--- config.mk ---
export PLATFORM = sky130hd
export DESIGN_NAME = step_stats
export DESIGN_NICKNAME = d
export VERILOG_FILES = /design/src/rtl/step_stats_pkg.sv /design/src/rtl/step_stats_edge_rise.sv /design/src/rtl/step_stats.sv
export SDC_FILE = /design/constraint.sdc
export NUM_CORES = 1
export LEC_CHECK = 0
export CORE_ASPECT_RATIO = 0.6
export CORE_MARGIN = 3
export CORE_UTILIZATION = 40
export CTS_CLUSTER_SIZE = 28
export DETAILED_ROUTE_END_ITERATION = 6
export PLACE_DENSITY = 0.6
export SLEW_MARGIN = 20
export SYNTH_ARGS = -nofsm -noshare
export SYNTH_HDL_FRONTEND = slang
export SYNTH_SLANG_ARGS = --single-unit
--- constraint.sdc ---
create_clock -name clk -period 6 [get_ports clk]
set_input_delay 0.6 -clock clk [delete_from_list [all_inputs] [get_ports clk]]
set_output_delay 0.6 -clock clk [all_outputs]
set_load 0.01 [all_outputs]
--- src/rtl/step_stats_pkg.sv ---
// Shared definitions for the step statistics stage: FSM encoding and default thresholds.
package step_stats_pkg;

  typedef enum logic [1:0] {
    StIdle   = 2'd0,
    StPend   = 2'd1,
    StActive = 2'd2
  } hi_state_e;

  localparam int unsigned DefStepMax       = 9999;
  localparam int unsigned DefStepsPerHalfMi = 1024;
  localparam int unsigned DefRateThr       = 32;
  localparam int unsigned DefWinSecs       = 9;
  localparam int unsigned DefHiThr         = 64;
  localparam int unsigned DefHiMinRun      = 60;

endpackage

--- src/rtl/step_stats_edge_rise.sv ---
// Single-register rising-edge detector; the delay register is never cleared except by reset.
module edge_rise (
  input  logic clk_i,
  input  logic rst_ni,
  input  logic d_i,
  output logic rise_o
);

  logic d_q;

  // One-cycle delayed copy of the input.
  always_ff @(posedge clk_i or negedge rst_ni) begin
    if (!rst_ni) begin
      d_q <= 1'b0;
    end else begin
      d_q <= d_i;
    end
  end

  assign rise_o = d_i & ~d_q;

endmodule

--- src/rtl/step_stats.sv ---
// Step statistics: total steps, distance, per-second rate, window count and high-activity time.
module step_stats
  import step_stats_pkg::*;
#(
  parameter int unsigned STEP_MAX         = DefStepMax,
  parameter int unsigned STEPS_PER_HALFMI = DefStepsPerHalfMi,
  parameter int unsigned RATE_THR         = DefRateThr,
  parameter int unsigned WIN_SECS         = DefWinSecs,
  parameter int unsigned HI_THR           = DefHiThr,
  parameter int unsigned HI_MIN_RUN       = DefHiMinRun
) (
  input  logic        clk,
  input  logic        rst_n,
  input  logic        clear,
  input  logic        pulse,
  input  logic        clk_1hz,
  output logic [13:0] step_count,
  output logic        sat,
  output logic [3:0]  dist_half,
  output logic [7:0]  rate,
  output logic [3:0]  win_over,
  output logic [15:0] hi_secs
);

  localparam logic [13:0] StepMaxW  = 14'(STEP_MAX);
  localparam logic [9:0]  SubWrap   = 10'(STEPS_PER_HALFMI - 1);
  localparam logic [7:0]  RateThrW  = 8'(RATE_THR);
  localparam logic [3:0]  WinSecsW  = 4'(WIN_SECS);
  localparam logic [7:0]  HiThrW    = 8'(HI_THR);
  localparam logic [6:0]  HiMinRunW = 7'(HI_MIN_RUN);

  logic step, tick;

  edge_rise u_pulse_edge (
    .clk_i  (clk),
    .rst_ni (rst_n),
    .d_i    (pulse),
    .rise_o (step)
  );

  edge_rise u_hz_edge (
    .clk_i  (clk),
    .rst_ni (rst_n),
    .d_i    (clk_1hz),
    .rise_o (tick)
  );

  logic [13:0] step_count_q, step_count_d;
  logic        sat_q, sat_d;
  logic [9:0]  sub_cnt_q, sub_cnt_d;
  logic [3:0]  dist_q, dist_d;
  logic [7:0]  sec_cnt_q, sec_cnt_d;
  logic [7:0]  rate_q, rate_d;
  logic [3:0]  sec_idx_q, sec_idx_d;
  logic [3:0]  win_q, win_d;
  logic [15:0] hi_q, hi_d;
  logic [6:0]  run_q, run_d;
  hi_state_e   state_q, state_d;

  logic [8:0]  rate_sum;
  logic [7:0]  new_rate;
  logic        rate_hi;
  logic [6:0]  run_inc;
  logic [16:0] hi_add_run, hi_add_one;

  // Next-state for all statistics; clear overrides any coincident step or tick.
  always_comb begin
    step_count_d = step_count_q;
    sub_cnt_d    = sub_cnt_q;
    dist_d       = dist_q;
    sec_cnt_d    = sec_cnt_q;
    rate_d       = rate_q;
    sec_idx_d    = sec_idx_q;
    win_d        = win_q;
    hi_d         = hi_q;
    run_d        = run_q;
    state_d      = state_q;

    // A step landing on the tick belongs to the closing second as well as the new one.
    rate_sum   = {1'b0, sec_cnt_q} + {8'd0, step};
    new_rate   = rate_sum[8] ? 8'hff : rate_sum[7:0];
    rate_hi    = (new_rate >= HiThrW);
    run_inc    = run_q + 7'd1;
    hi_add_run = {1'b0, hi_q} + {10'd0, HiMinRunW};
    hi_add_one = {1'b0, hi_q} + 17'd1;

    if (clear) begin
      step_count_d = '0;
      sub_cnt_d    = '0;
      dist_d       = '0;
      sec_cnt_d    = '0;
      rate_d       = '0;
      sec_idx_d    = '0;
      win_d        = '0;
      hi_d         = '0;
      run_d        = '0;
      state_d      = StIdle;
    end else begin
      if (step && (step_count_q != StepMaxW)) begin
        step_count_d = step_count_q + 14'd1;
        if (sub_cnt_q == SubWrap) begin
          sub_cnt_d = '0;
          dist_d    = dist_q + 4'd1;
        end else begin
          sub_cnt_d = sub_cnt_q + 10'd1;
        end
      end

      if (tick) begin
        rate_d    = new_rate;
        sec_cnt_d = {7'd0, step};
        if (sec_idx_q != 4'hf) sec_idx_d = sec_idx_q + 4'd1;
        if ((sec_idx_q < WinSecsW) && (new_rate > RateThrW)) win_d = win_q + 4'd1;

        unique case (state_q)
          StIdle: begin
            if (rate_hi) begin
              run_d   = 7'd1;
              state_d = StPend;
            end
          end
          StPend: begin
            if (rate_hi) begin
              run_d = run_inc;
              if (run_inc == HiMinRunW) begin
                hi_d    = hi_add_run[16] ? 16'hffff : hi_add_run[15:0];
                state_d = StActive;
              end
            end else begin
              run_d   = '0;
              state_d = StIdle;
            end
          end
          StActive: begin
            if (rate_hi) begin
              hi_d = hi_add_one[16] ? 16'hffff : hi_add_one[15:0];
            end else begin
              run_d   = '0;
              state_d = StIdle;
            end
          end
          default: state_d = StIdle;
        endcase
      end else if (step && (sec_cnt_q != 8'hff)) begin
        sec_cnt_d = sec_cnt_q + 8'd1;
      end
    end

    sat_d = (step_count_d == StepMaxW);
  end

  // State registers.
  always_ff @(posedge clk or negedge rst_n) begin
    if (!rst_n) begin
      step_count_q <= '0;
      sat_q        <= 1'b0;
      sub_cnt_q    <= '0;
      dist_q       <= '0;
      sec_cnt_q    <= '0;
      rate_q       <= '0;
      sec_idx_q    <= '0;
      win_q        <= '0;
      hi_q         <= '0;
      run_q        <= '0;
      state_q      <= StIdle;
    end else begin
      step_count_q <= step_count_d;
      sat_q        <= sat_d;
      sub_cnt_q    <= sub_cnt_d;
      dist_q       <= dist_d;
      sec_cnt_q    <= sec_cnt_d;
      rate_q       <= rate_d;
      sec_idx_q    <= sec_idx_d;
      win_q        <= win_d;
      hi_q         <= hi_d;
      run_q        <= run_d;
      state_q      <= state_d;
    end
  end

  assign step_count = step_count_q;
  assign sat        = sat_q;
  assign dist_half  = dist_q;
  assign rate       = rate_q;
  assign win_over   = win_q;
  assign hi_secs    = hi_q;

endmodule

Word-level counts from Yosys, hierarchy flattened

Cells that the tools add are included.
Widths: inputs -> output; s select.

Register bits after elaboration: 80
Latch bits: 0
Memory bits (writable): 0
ROM bits: 0
Input bits: 5
Output and inout port bits: 47
Word-level logic and storage cells: 103
Memories kept: 0

$add $sub $neg: 10
$mul: 0
Divide/modulo/power cells: 0
Order comparisons: 3
Eq/ne operators: 14
Shift-type cells: 0
Multiplexer cells: 41
Bitwise operators: 4
Reductions and logical operators: 18

Operator list:

| cell                  | number |
|---|---|
| $mux 16               | 7 |
| $mux 8                | 6 |
| $mux 4                | 9 |
| $mux 7                | 5 |
| $pmux 16 s2           | 1 |
| $mux 10               | 3 |
| $mux 14               | 2 |
| $pmux 7 s3            | 1 |
| $add 16x1->17 const B | 1 |
| $add 16x6->17 const B | 1 |
| $ne 3x3->1 const B    | 5 |
| $add 14x1->14 const B | 1 |
| $eq 14x14->1 const B  | 1 |
| $ne 14x14->1 const B  | 1 |
| $add 4x1->4 const B   | 3 |
| $mux 2                | 6 |
| $add 10x1->10 const B | 1 |
| $eq 10x10->1 const B  | 1 |
| $reduce_bool 2->1     | 5 |
| $add 8x1->9           | 1 |
| $add 8x1->8 const B   | 1 |
| $ge 8x7->1 const B    | 1 |
| $gt 8x6->1 const B    | 1 |
| $ne 4x4->1 const B    | 2 |
| 16 further kinds      | 24 |

Logic depth before layout (Yosys ltp)

Gate-level depths: netlist of run 1.

Depth in word-level cells: 9
Depth in mapped cells: 12
Depth with buffers taken out: 9

By module

Synthesis of run 1 repeated with hierarchy kept, for this count alone.

Cells, all modules: 570
Area, all modules: 5,162.5 um^2

Modules (own cells, without submodules):

| module     | times used | cells an instance | area an instance (um^2) | seq. area each (um^2) |
|---|---|---|---|---|
| step_stats | 1          | 566               | 5,084.9                 | 1,951.9 |
| edge_rise  | 2          | 2                 | 38.8                    | 25.0 |

Least setup slack after synthesis of run 1

No wires, ideal clock.

Path type: input to register
Start: input port pulse
End: register run_q[4]
Setup time: 0.121 ns
Arrival: 3.035 ns
Data required time: 5.879 ns
Setup slack: 2.844 ns
Stages: 12
Path buffers: 3
Cells stage by stage: nor2b_1 -> clkbuf_1 -> ha_1 -> ha_1 -> nand3_4 -> or4_1 -> buf_2 -> a21bo_1 -> a31oi_4 -> buf_6 -> nor2_2 -> a22o_1

Cells in the longest elaborated chain, start to end: 8
Elaborated cells on any way between the ends: 11
Those cells by class: add/sub: 1; order compare: 1; eq/ne: 2; mux: 5; bitwise: 1; reduce/logical: 1

RTL lines:

| element              | RTL line                   | source |
|---|---|---|
| from (decl)          | step_stats.sv:15           | `input logic pulse,` |
| $and 1x1->1 (*)      | step_stats_edge_rise.sv:20 | `assign rise_o = d_i & ~d_q;` |
| $add 8x1->9 (*)      | step_stats.sv:80           | `rate_sum = {1'b0, sec_cnt_q} + {8'd0, step};` |
| $mux 8 (*)           | step_stats.sv:81           | `new_rate = rate_sum[8] ? 8'hff : rate_sum[7:0];` |
| $ge 8x7->1 (*)       | step_stats.sv:82           | `rate_hi = (new_rate >= HiThrW);` |
| $mux 7               | step_stats.sv:123          | `if (rate_hi) begin` |
| $pmux 7 s3           | step_stats.sv:115          | `unique case (state_q)` |
| $mux 7               | step_stats.sv:109          | `if (tick) begin` |
| $mux 7               | step_stats.sv:87           | `if (clear) begin` |
| to (signal assigned) | step_stats.sv:176          | `run_q <= run_d;` |
| to (decl)            | step_stats.sv:57           | `logic [6:0] run_q, run_d;` |

Every way passes the cells marked *; elsewhere a longest branch is shown, timed or not. The select of a mux whose other input is x is not followed.
A chain may end at the register's enable or synchronous reset.

Final worst setup path of run 1

Start: input port pulse
End: register hi_q[1], in the netlist hi_secs[1]

Cells in the longest elaborated chain, start to end: 6
Elaborated cells on any way between the ends: 7
Those cells by class: add/sub: 1; order compare: 1; eq/ne: 2; mux: 1; bitwise: 1; reduce/logical: 1

RTL lines:

| element                               | RTL line                   | source |
|---|---|---|
| $and 1x1->1 (*)                       | step_stats_edge_rise.sv:20 |  |
| $add 8x1->9 (*)                       | step_stats.sv:80           |  |
| $mux 8 (*)                            | step_stats.sv:81           |  |
| $ge 8x7->1 (*)                        | step_stats.sv:82           |  |
| $ne 3x3->1 (no source line)           | --                         |  |
| $reduce_and 5->1 (no source line) (*) | --                         |  |
| to (signal assigned)                  | step_stats.sv:175          | `hi_q <= hi_d;` |
| to (decl)                             | step_stats.sv:56           | `logic [15:0] hi_q, hi_d;` |

Every way passes the cells marked *; elsewhere a longest branch is shown, timed or not.

==> results.json, run 1 <==
{
  "status": "finished clean",
  "synth_top_area_share_pct": 40.0,
  "synthTopCellsByArea": "dfrtp_1 (40%), ha_1 (4.7%), nor2_1 (4.0%)",
  "holdBufCountCts": 0,
  "clk_pin_slew_worst_paths_ns": 0.06,
  "numClockSinks": 80,
  "crit_path_frequent_cell": "ha_1",
  "clock_latency_ns": 0.33,
  "synth_cell_types": 79,
  "antenna_found_initial": 0,
  "crit_required_ns": 6.17,
  "cp-end-kind": "flop",
  "cts_root_buf": "clkbuf_16",
  "hold_viol": 0,
  "num_vias": 4362,
  "overflow": 0,
  "max_cap_viol_count": 0,
  "synth_seq_area_share_pct": 40.0,
  "rows": 30,
  "tns_ns": 0,
  "slew_headroom_pct": 31.4,
  "cp.arrival_ns": 4.25,
  "p_per_area_nw_per_um2": 208,
  "power_leakage_uw": 0.00229,
  "cts_resized": 0,
  "tightestPinTransition_ns": 1.02,
  "min-delay-path-class": "in2async",
  "coreArea_um2": 11700,
  "period_minus_slack_ns": 4.08,
  "start_util_pct": 42.6,
  "met3_length_um": 720,
  "ios": 52,
  "final-setup-viol-count": 0,
  "netlist_instances": 543,
  "synth_area_leader_cell": "dfrtp_1",
  "ir_drop_mv": 0.137,
  "cts_tree": "done",
  "track_usage_pct": 19.5,
  "met1_length_mm": 7.02,
  "finalMaxSlewViolations": 0,
  "place.gp.congestion": 0.867,
  "dpl.hpwl_mm": 9.15,
  "port_buffers": 51,
  "synth_area_um2": 5010,
  "grt_pass1_wl_mm": 21.7,
  "n_antenna_cell": 0,
  "fin_crit_sh_pct": 67.9,
  "wl_met2_mm": 5.20,
  "die-area_um2": 13900,
  "drc": 0,
  "synth_area_per_cell_um2": 9.22,
  "ys_warn_count": 0,
  "cp-start-kind": "input pin",
  "avgViaCountPerCell": 5.84,
  "routed.top_layer": "met4",
  "wl_per_cell_um": 17.4,
  "htreeDepth": 3,
  "routed_wl_mm": 13.0,
  "final_cell_mix": "dfrtp_1 (80), nor2_1 (53), clkdlybuf4s50_1 (49), nand2_1 (40), nand3_1 (30)",
  "drt_first_pass_iters": 5,
  "cts-buffers-inserted": 9,
  "grt_pass1_vias": 4056,
  "die_w_um": 150,
  "drive_gt1_share_pct": 8.35,
  "clock_path_buffers": 2,
  "critPathMaxStageDelay_ns": 0.83,
  "cp_slowest_cell": "nor2_1",
  "fmax_ghz": 0.245,
  "rsz0062_at_grt": "no",
  "worstPathCellList": "clkdlybuf4s50_1 > nor2b_1 > ha_1 > ha_1 > nand3_4 > o21ai_4 > nand3_1 > nor2_1 > a311oi_1",
  "drtIter0Drc": 377,
  "area_growth_pct": 17.7,
  "synth_nets": 567,
  "synth-seq-cells": 80,
  "async_flop_share_pct": 100,
  "layout_commonest_cell": "dfrtp_1",
  "yosys_most_used_dff": "dfrtp_1",
  "drtAntennaViolNets": 0,
  "worst_clock_skew_ns": 0.00560,
  "worstSetupPathType": "in2reg",
  "cp_max_fo": 14,
  "grt_max_degree": 79,
  "die_h_um": 92.7,
  "cts_setup_buffers": 0,
  "nNetsFinal": 607,
  "synth_edf_count": 0,
  "worst_hold_slack_ns": 0.0413
}
[registers in the layout, indices dropped and copies added (netlist names)]
register          flops
hi_secs              16
step_count           14
sub_cnt_q            10
rate                  8
sec_cnt_q             8
run_q                 7
dist_half             4
sec_idx_q             4
win_over              4
state_q               2
sat                   1
u_hz_edge.d_q         1
u_pulse_edge.d_q      1
[logic make-up after synthesis]
logic type / synth area share (%)
compound gates: 19.0
xor+xnor: 4.72
fa+ha+maj: 4.75
buf+inv: 4.75
flops: 40.0
mux: 1.42
simple gates: 25.4
[worst paths after layout]
check / startpoint / endpoint / slack (ns) / cells after the start
setup / recovery: pulse / hi_secs[1] / 1.92 / 9
hold / removal: rst_n / sec_idx_q[1] / 0.04 / 1
setup reg to reg: u_pulse_edge.d_q / hi_secs[1] / 2.32 / 8
hold reg to reg: sub_cnt_q[1] / sub_cnt_q[1] / 0.50 / 2
max in group asynchronous: rst_n / step_count[2] / 5.09 / 2
min in group clk: sub_cnt_q[1] / sub_cnt_q[1] / 0.50 / 2
[critical path: cells and delay by family]
family,cells,cell delay [ns]
AND/OR/NAND/NOR,4,2.16
adder cells (fa/ha/maj),2,0.54
buffers and inverters,1,0.52
AO/OA/AOI/OAI,2,0.43
[synth_stat cells, drive strengths merged (4+ instances only)]
cell type	instances
or4	6
a31oi	11
and3	10
nor2b	6
nor3	17
nand3	33
a32o	4
buf	11
o211ai	4
mux2i	6
a21oi	28
o31ai	5
nor3b	4
xor2	9
o21bai	4
nor4	8
clkbuf	14
nand2	41
ha	19
o21ai	26
a211oi	10
nand4	17
or3	9
nor2	54
dfrtp	80
o41ai	4
inv	21
nand2b	5
and4	5
xnor2	18
[layer usage]
layer	global-route usage, %	vias up
met5	0	-
met4	3.65	0
met3	4.40	10
met2	26.1	129
met1	31.3	2120
li1	-	2103
[final cells by class]
type                            count  area (µm²)
Inverter                           21        78.8
Sequential cell                    80        2000
Fill cell                        1101        5860
Clock buffer                        9         225
Clock inverter                      6        85.1
Tap cell                          160         200
Multi-Input combinational cell    417        2770
Timing Repair Buffer               54         529
[report_power, final]
part           internal (µW)  switching, µW  leakage [µW]
sequential               549           12.3       0.00110
combinational           29.3           48.7       0.00104
clock                    361            223      0.000147
[through the flow]
stage | area (µm²) | std cells | total power, µW | setup slack [ns] | util (%)
floorplan | 5010 | 543 | 610 | 2.84 | -
global placement | 5580 | 732 | 649 | 1.80 | 47.5
detailed placement | 5580 | 732 | 650 | 1.66 | 47.5
CTS | 5890 | 747 | 1240 | 2.01 | 50.1
global route | 5890 | 747 | 1270 | 1.65 | 50.1
finish | 5890 | 747 | 1220 | 1.92 | 50.1
(Power assumes the default switching activity.)
==> run 2, diff against run 1 <==
==> constraint.sdc (replaced) <==
create_clock -name clk -period 4 [get_ports clk]
set_input_delay 0.4 -clock clk [delete_from_list [all_inputs] [get_ports clk]]
set_output_delay 0.4 -clock clk [all_outputs]
set_load 0.01 [all_outputs]
==> run 2 against run 1 <==
Compared with the run above:
- first-iteration DRC count shrank 10%
- via count rose by 0.18%
- design area is 0.30% higher
- global-route usage is 0.14 points higher
- total power increased by 48%
- critical path type unchanged
==> results.json, run 2 (synthesis gave the netlist of run 1 again) <==
{
  "status": "finished clean",
  "finalNonFillerCells": 751,
  "cts_resized": 0,
  "cts_root_buf": "clkbuf_16",
  "track_usage_pct": 19.6,
  "drtIter0Drc": 339,
  "place.gp.congestion": 0.887,
  "rows": 30,
  "fin_crit_sh_pct": 77.4,
  "r2r_end": "run_q[4]",
  "ir_drop_mv": 0.181,
  "crit_required_ns": 4.22,
  "rr_worst_depth": 9,
  "avgViaCountPerCell": 5.82,
  "overflow": 0,
  "area_growth_pct": 18.0,
  "clock_latency_ns": 0.34,
  "n_antenna_cell": 0,
  "die-area_um2": 13900,
  "numClockSinks": 80,
  "holdBufCountCts": 0,
  "cts-buffers-inserted": 9,
  "dpl.hpwl_mm": 9.28,
  "tns_ns": 0,
  "final_core_util_pct": 50.3,
  "layout_commonest_cell": "dfrtp_1",
  "start_util_pct": 42.6,
  "max_cap_viol_count": 0,
  "num_vias": 4370,
  "grt_max_degree": 52,
  "final_cell_mix": "dfrtp_1 (80), nor2_1 (53), clkdlybuf4s50_1 (49), nand2_1 (40), nand3_1 (30)",
  "period_minus_slack_ns": 3.10,
  "worstSetupPathType": "in2reg",
  "drive_gt1_share_pct": 8.80,
  "routed_wl_mm": 13.1,
  "cts_setup_buffers": 0,
  "regToRegSetupSlack_ns": 1.10,
  "drt_first_pass_iters": 5,
  "r2r-start": "u_pulse_edge.d_q",
  "cts_tree": "done",
  "ios": 52,
  "final-setup-viol-count": 0,
  "cp-start-kind": "input pin",
  "worst_clock_skew_ns": 0.0104,
  "htreeDepth": 3,
  "nNetsFinal": 611,
  "fillers": 1105,
  "clock_path_buffers": 2,
  "port_buffers": 51,
  "antenna_found_initial": 0,
  "power_leakage_uw": 0.00232,
  "largest_reg_flops": 16,
  "fmax_ghz": 0.323,
  "grt_pass1_wl_mm": 21.9,
  "place_inst": 736,
  "hold_viol": 0,
  "rsz0062_at_grt": "no",
  "tightestPinTransition_ns": 0.967,
  "drc": 0,
  "finalMaxSlewViolations": 0,
  "grt_pass1_vias": 4076,
  "drtAntennaViolNets": 0,
  "slew_headroom_pct": 34.7,
  "cp_max_fo": 13,
  "cp-end-kind": "flop",
  "p_per_area_nw_per_um2": 306,
  "cp.arrival_ns": 3.32,
  "die_w_um": 150,
  "min-delay-path-class": "in2async",
  "die_h_um": 92.7,
  "clk_pin_slew_worst_paths_ns": 0.06,
  "wl_per_cell_um": 17.5,
  "coreArea_um2": 11700
}
[run 2: cell types whose count changed in the layout (fill, tap and decap cells not counted), sizes merged]
cell | previous run | this run
clkinvlp | 2 | 0
bufinv | 2 | 1
buf | 5 | 9
clkbuf | 9 | 12
[run 2: metal layers]
layer / track usage, % / up-vias / wire length [µm] / part of all wire, %
met3: 5.57 / 8 / 830 / 6.3
met1: 30.8 / 2121 / 7000 / 53
li1: - / 2106 / - / -
met2: 26.3 / 135 / 5210 / 40
met5: 0 / - / 0 / 0
met4: 3.81 / 0 / 78 / 0.59
[run 2: worst max-delay path by stage]
stage / from / end / slack [ns]
after global placement: pulse / win_over[1] / 0.65
after global routing: pulse / run_q[4] / 0.70
final: pulse / run_q[4] / 0.90
after floorplan: pulse / run_q[4] / 1.04
after detailed placement: pulse / run_q[2] / 0.55
after CTS: pulse / run_q[4] / 0.91
[run 2: worst max-delay path, cell delays in order]
cell,delay (ns)
clkdlybuf4s50_1,0.51
nor2b_1,0.28
ha_1,0.20
ha_1,0.23
nand3_4,0.12
or4_1,0.61
a21bo_1,0.27
a31oi_4,0.36
nor2_2,0.07
a22o_1,0.24
[run 2: final cells by class]
cell class / instances / area (µm²) / share of cell area, %
multi-input combinational: 417 / 2770 / 46.8
clock inverter: 3 / 40.0 / 0.678
sequential: 80 / 2000 / 33.9
timing repair buffer: 58 / 556 / 9.40
tap: 160 / 200 / 3.39
clock buffer: 12 / 267 / 4.51
inverter: 21 / 78.8 / 1.33
[run 2: stage by stage]
step	area, µm²	setup WS [ns]	hold slack [ns]	power [µW]
2_1_floorplan	5010	1.04	0.104	915
3_3_place_gp	5600	0.652	0.438	975
3_5_place_dp	5600	0.549	0.441	978
4_1_cts	5910	0.911	0.0789	1830
5_1_grt	5910	0.703	0.102	1880
6_report	5910	0.905	0.0537	1810
[run 2: power by group]
part	total, µW	switching, µW	internal (µW)
Clock	849	320	529
Combinational	119	74.4	44.6
Sequential	842	18.1	824
Total	1810	412	1400
==> run 3, diff against run 2 <==
--- a/config.mk
+++ b/config.mk
@@ -10,7 +10,7 @@
 export CORE_UTILIZATION = 40
 export CTS_CLUSTER_SIZE = 28
 export DETAILED_ROUTE_END_ITERATION = 6
-export PLACE_DENSITY = 0.6
+export PLACE_DENSITY = 0.62
 export SLEW_MARGIN = 20
 export SYNTH_ARGS = -nofsm -noshare
 export SYNTH_HDL_FRONTEND = slang
==> constraint.sdc (replaced) <==
create_clock -name clk -period 2.75 [get_ports clk]
set_input_delay 0.275 -clock clk [delete_from_list [all_inputs] [get_ports clk]]
set_output_delay 0.275 -clock clk [all_outputs]
set_load 0.01 [all_outputs]
==> run 3 against run 2 <==
Compared with the run above:
- the run now ends with hold timing left
- first-iteration DRC count is 50% higher
- critical endpoint is now run_q[6]
- register-to-register slack got worse by 0.99 ns
- setup slack worse by 0.81 ns
- die area is the same
- via count is 5.6% higher
- total power grew 42%
- worst hold slack got worse by 0.094 ns
- non-clock buffer count up 40
- design area is 4.9% higher
- wire length up 6.6%
- critical path depth up 1
- highest routed layer unchanged
==> results.json, run 3 (synthesis gave the netlist of run 1 again) <==
{
  "status": "finished with violations",
  "failed_checks": "hold timing",
  "drive_gt1_share_pct": 14.6,
  "grt_pass1_wl_mm": 23.3,
  "layout_commonest_cell": "dfrtp_1",
  "worst_clock_skew_ns": 0.00511,
  "area_growth_pct": 23.8,
  "largest_reg_flops": 16,
  "htreeDepth": 3,
  "max_cap_viol_count": 0,
  "power_uw": 2560,
  "p_per_area_nw_per_um2": 414,
  "nNetsFinal": 651,
  "final-setup-viol-count": 0,
  "slew_headroom_pct": 49.3,
  "die_h_um": 92.7,
  "port_buffers": 51,
  "track_usage_pct": 21.0,
  "finalMaxSlewViolations": 0,
  "grt_pass1_vias": 4358,
  "cp-start-kind": "input pin",
  "holdBufCountCts": 0,
  "overflow": 0,
  "tns_ns": 0,
  "worst_hold_slack_ns": -0.0405,
  "fin_crit_sh_pct": 96.6,
  "hold_viol": 32,
  "cp-end-kind": "flop",
  "num_vias": 4616,
  "drc": 0,
  "cp_max_fo": 13,
  "ios": 52,
  "drtAntennaViolNets": 0,
  "coreArea_um2": 11700,
  "critical_path_buf_inv_count": 3,
  "fillers": 1074,
  "n_antenna_cell": 0,
  "worstSetupPathType": "in2reg",
  "start_util_pct": 42.6,
  "final_cell_mix": "dfrtp_1 (80), nor2_1 (53), clkdlybuf4s50_1 (49), buf_4 (47), nand2_1 (40)",
  "crit_path_frequent_cell": "buf_4",
  "avgViaCountPerCell": 5.84,
  "routed_wl_mm": 14.0,
  "tightestPinTransition_ns": 0.761,
  "grt_max_degree": 81,
  "final_core_util_pct": 52.8,
  "layout_setup_ws_ns": 0.0947,
  "cp.arrival_ns": 2.90,
  "die-area_um2": 13900,
  "seq_area_um2": 2000,
  "met1_length_mm": 7.42,
  "cts_root_buf": "clkbuf_16",
  "wl_met2_mm": 5.42,
  "dp_slack_ns": -0.320,
  "period_minus_slack_ns": 2.66,
  "place.gp.congestion": 0.897,
  "cp_slowest_cell": "or4_4",
  "die_w_um": 150,
  "min-delay-path-class": "in2async",
  "routed.top_layer": "met4",
  "clock_path_buffers": 2,
  "crit_required_ns": 3.00,
  "antenna_found_initial": 0,
  "met3_length_um": 988,
  "dpl.hpwl_mm": 10.1,
  "cts-buffers-inserted": 9,
  "critPathMaxStageDelay_ns": 0.55,
  "clock_latency_ns": 0.34,
  "drtIter0Drc": 510,
  "power_leakage_uw": 0.00250,
  "multiInputGateArea_um2": 2790,
  "critPathTopFamily": "simple AND/OR/NAND/NOR gates",
  "cts_tree": "done",
  "wl_per_cell_um": 17.7,
  "ir_drop_mv": 0.280,
  "numClockSinks": 80,
  "clk_pin_slew_worst_paths_ns": 0.06,
  "rows": 30,
  "worstPathCellList": "clkdlybuf4s50_1 > nor2b_4 > buf_4 > ha_1 > and4_4 > or4_4 > buf_4 > nand3_2 > a31oi_4 > or4_1 > o211ai_1",
  "fmax_ghz": 0.377,
  "drt_first_pass_iters": 5
}
-- run 3: cell types whose count changed in the layout (fill, tap and decap cells not counted), sizes merged --
cell,previous run,this run
clkinv,2,0
buf,9,49
clkbuf,12,13
-- run 3: final cells by class --
cell class | count | area share, %
flip-flops and latches | 80 | 32.3
inverters | 21 | 1.27
repair buffers | 98 | 13.9
clock buffers | 13 | 3.88
well taps | 160 | 3.23
clock inverters | 1 | 0.484
multi-input cells | 417 | 45.0
-- run 3: layer usage --
metal	vias to the layer above	track usage, %
met5	-	0
met4	0	4.79
met3	18	4.69
met2	171	26.6
met1	2244	34.9
li1	2183	-
-- run 3: through the flow --
step	std cells	hold WS, ns	area (µm²)
6_report	790	-0.0405	6200
5_1_grt	790	0.0544	6200
4_1_cts	790	0.183	6180
3_5_place_dp	776	0.507	5910
3_3_place_gp	776	0.489	5910
2_1_floorplan	543	-0.0206	5010
-- run 3: repair_timing --
item                                    4_1_cts  5_1_grt
gates resized for setup                       0        4
endpoints found under the setup margin        0       15
buffers inserted                              0        0
-- run 3: path summary, 6_finish.rpt --
| check | slack, ns | cells past startpoint | from | end |
|---|---|---|---|---|
| setup / recovery | 0.09 | 11 | pulse | run_q[6] |
| hold / removal | -0.04 | 1 | rst_n | sub_cnt_q[3] |
| setup reg to reg | 0.11 | 10 | u_pulse_edge.d_q | run_q[6] |
| hold reg to reg | 0.51 | 2 | sub_cnt_q[1] | sub_cnt_q[1] |
| max in group asynchronous | 2.24 | 1 | rst_n | hi_secs[8] |
| min in group clk | 0.30 | 2 | clear | step_count[3] |
-- run 3: where the power goes --
group	switching (µW)	internal, µW	leakage (µW)
combinational	114	78.4	0.00126
sequential	24.2	1200	0.00110
clock	454	695	0.000130
total	592	1970	0.00250
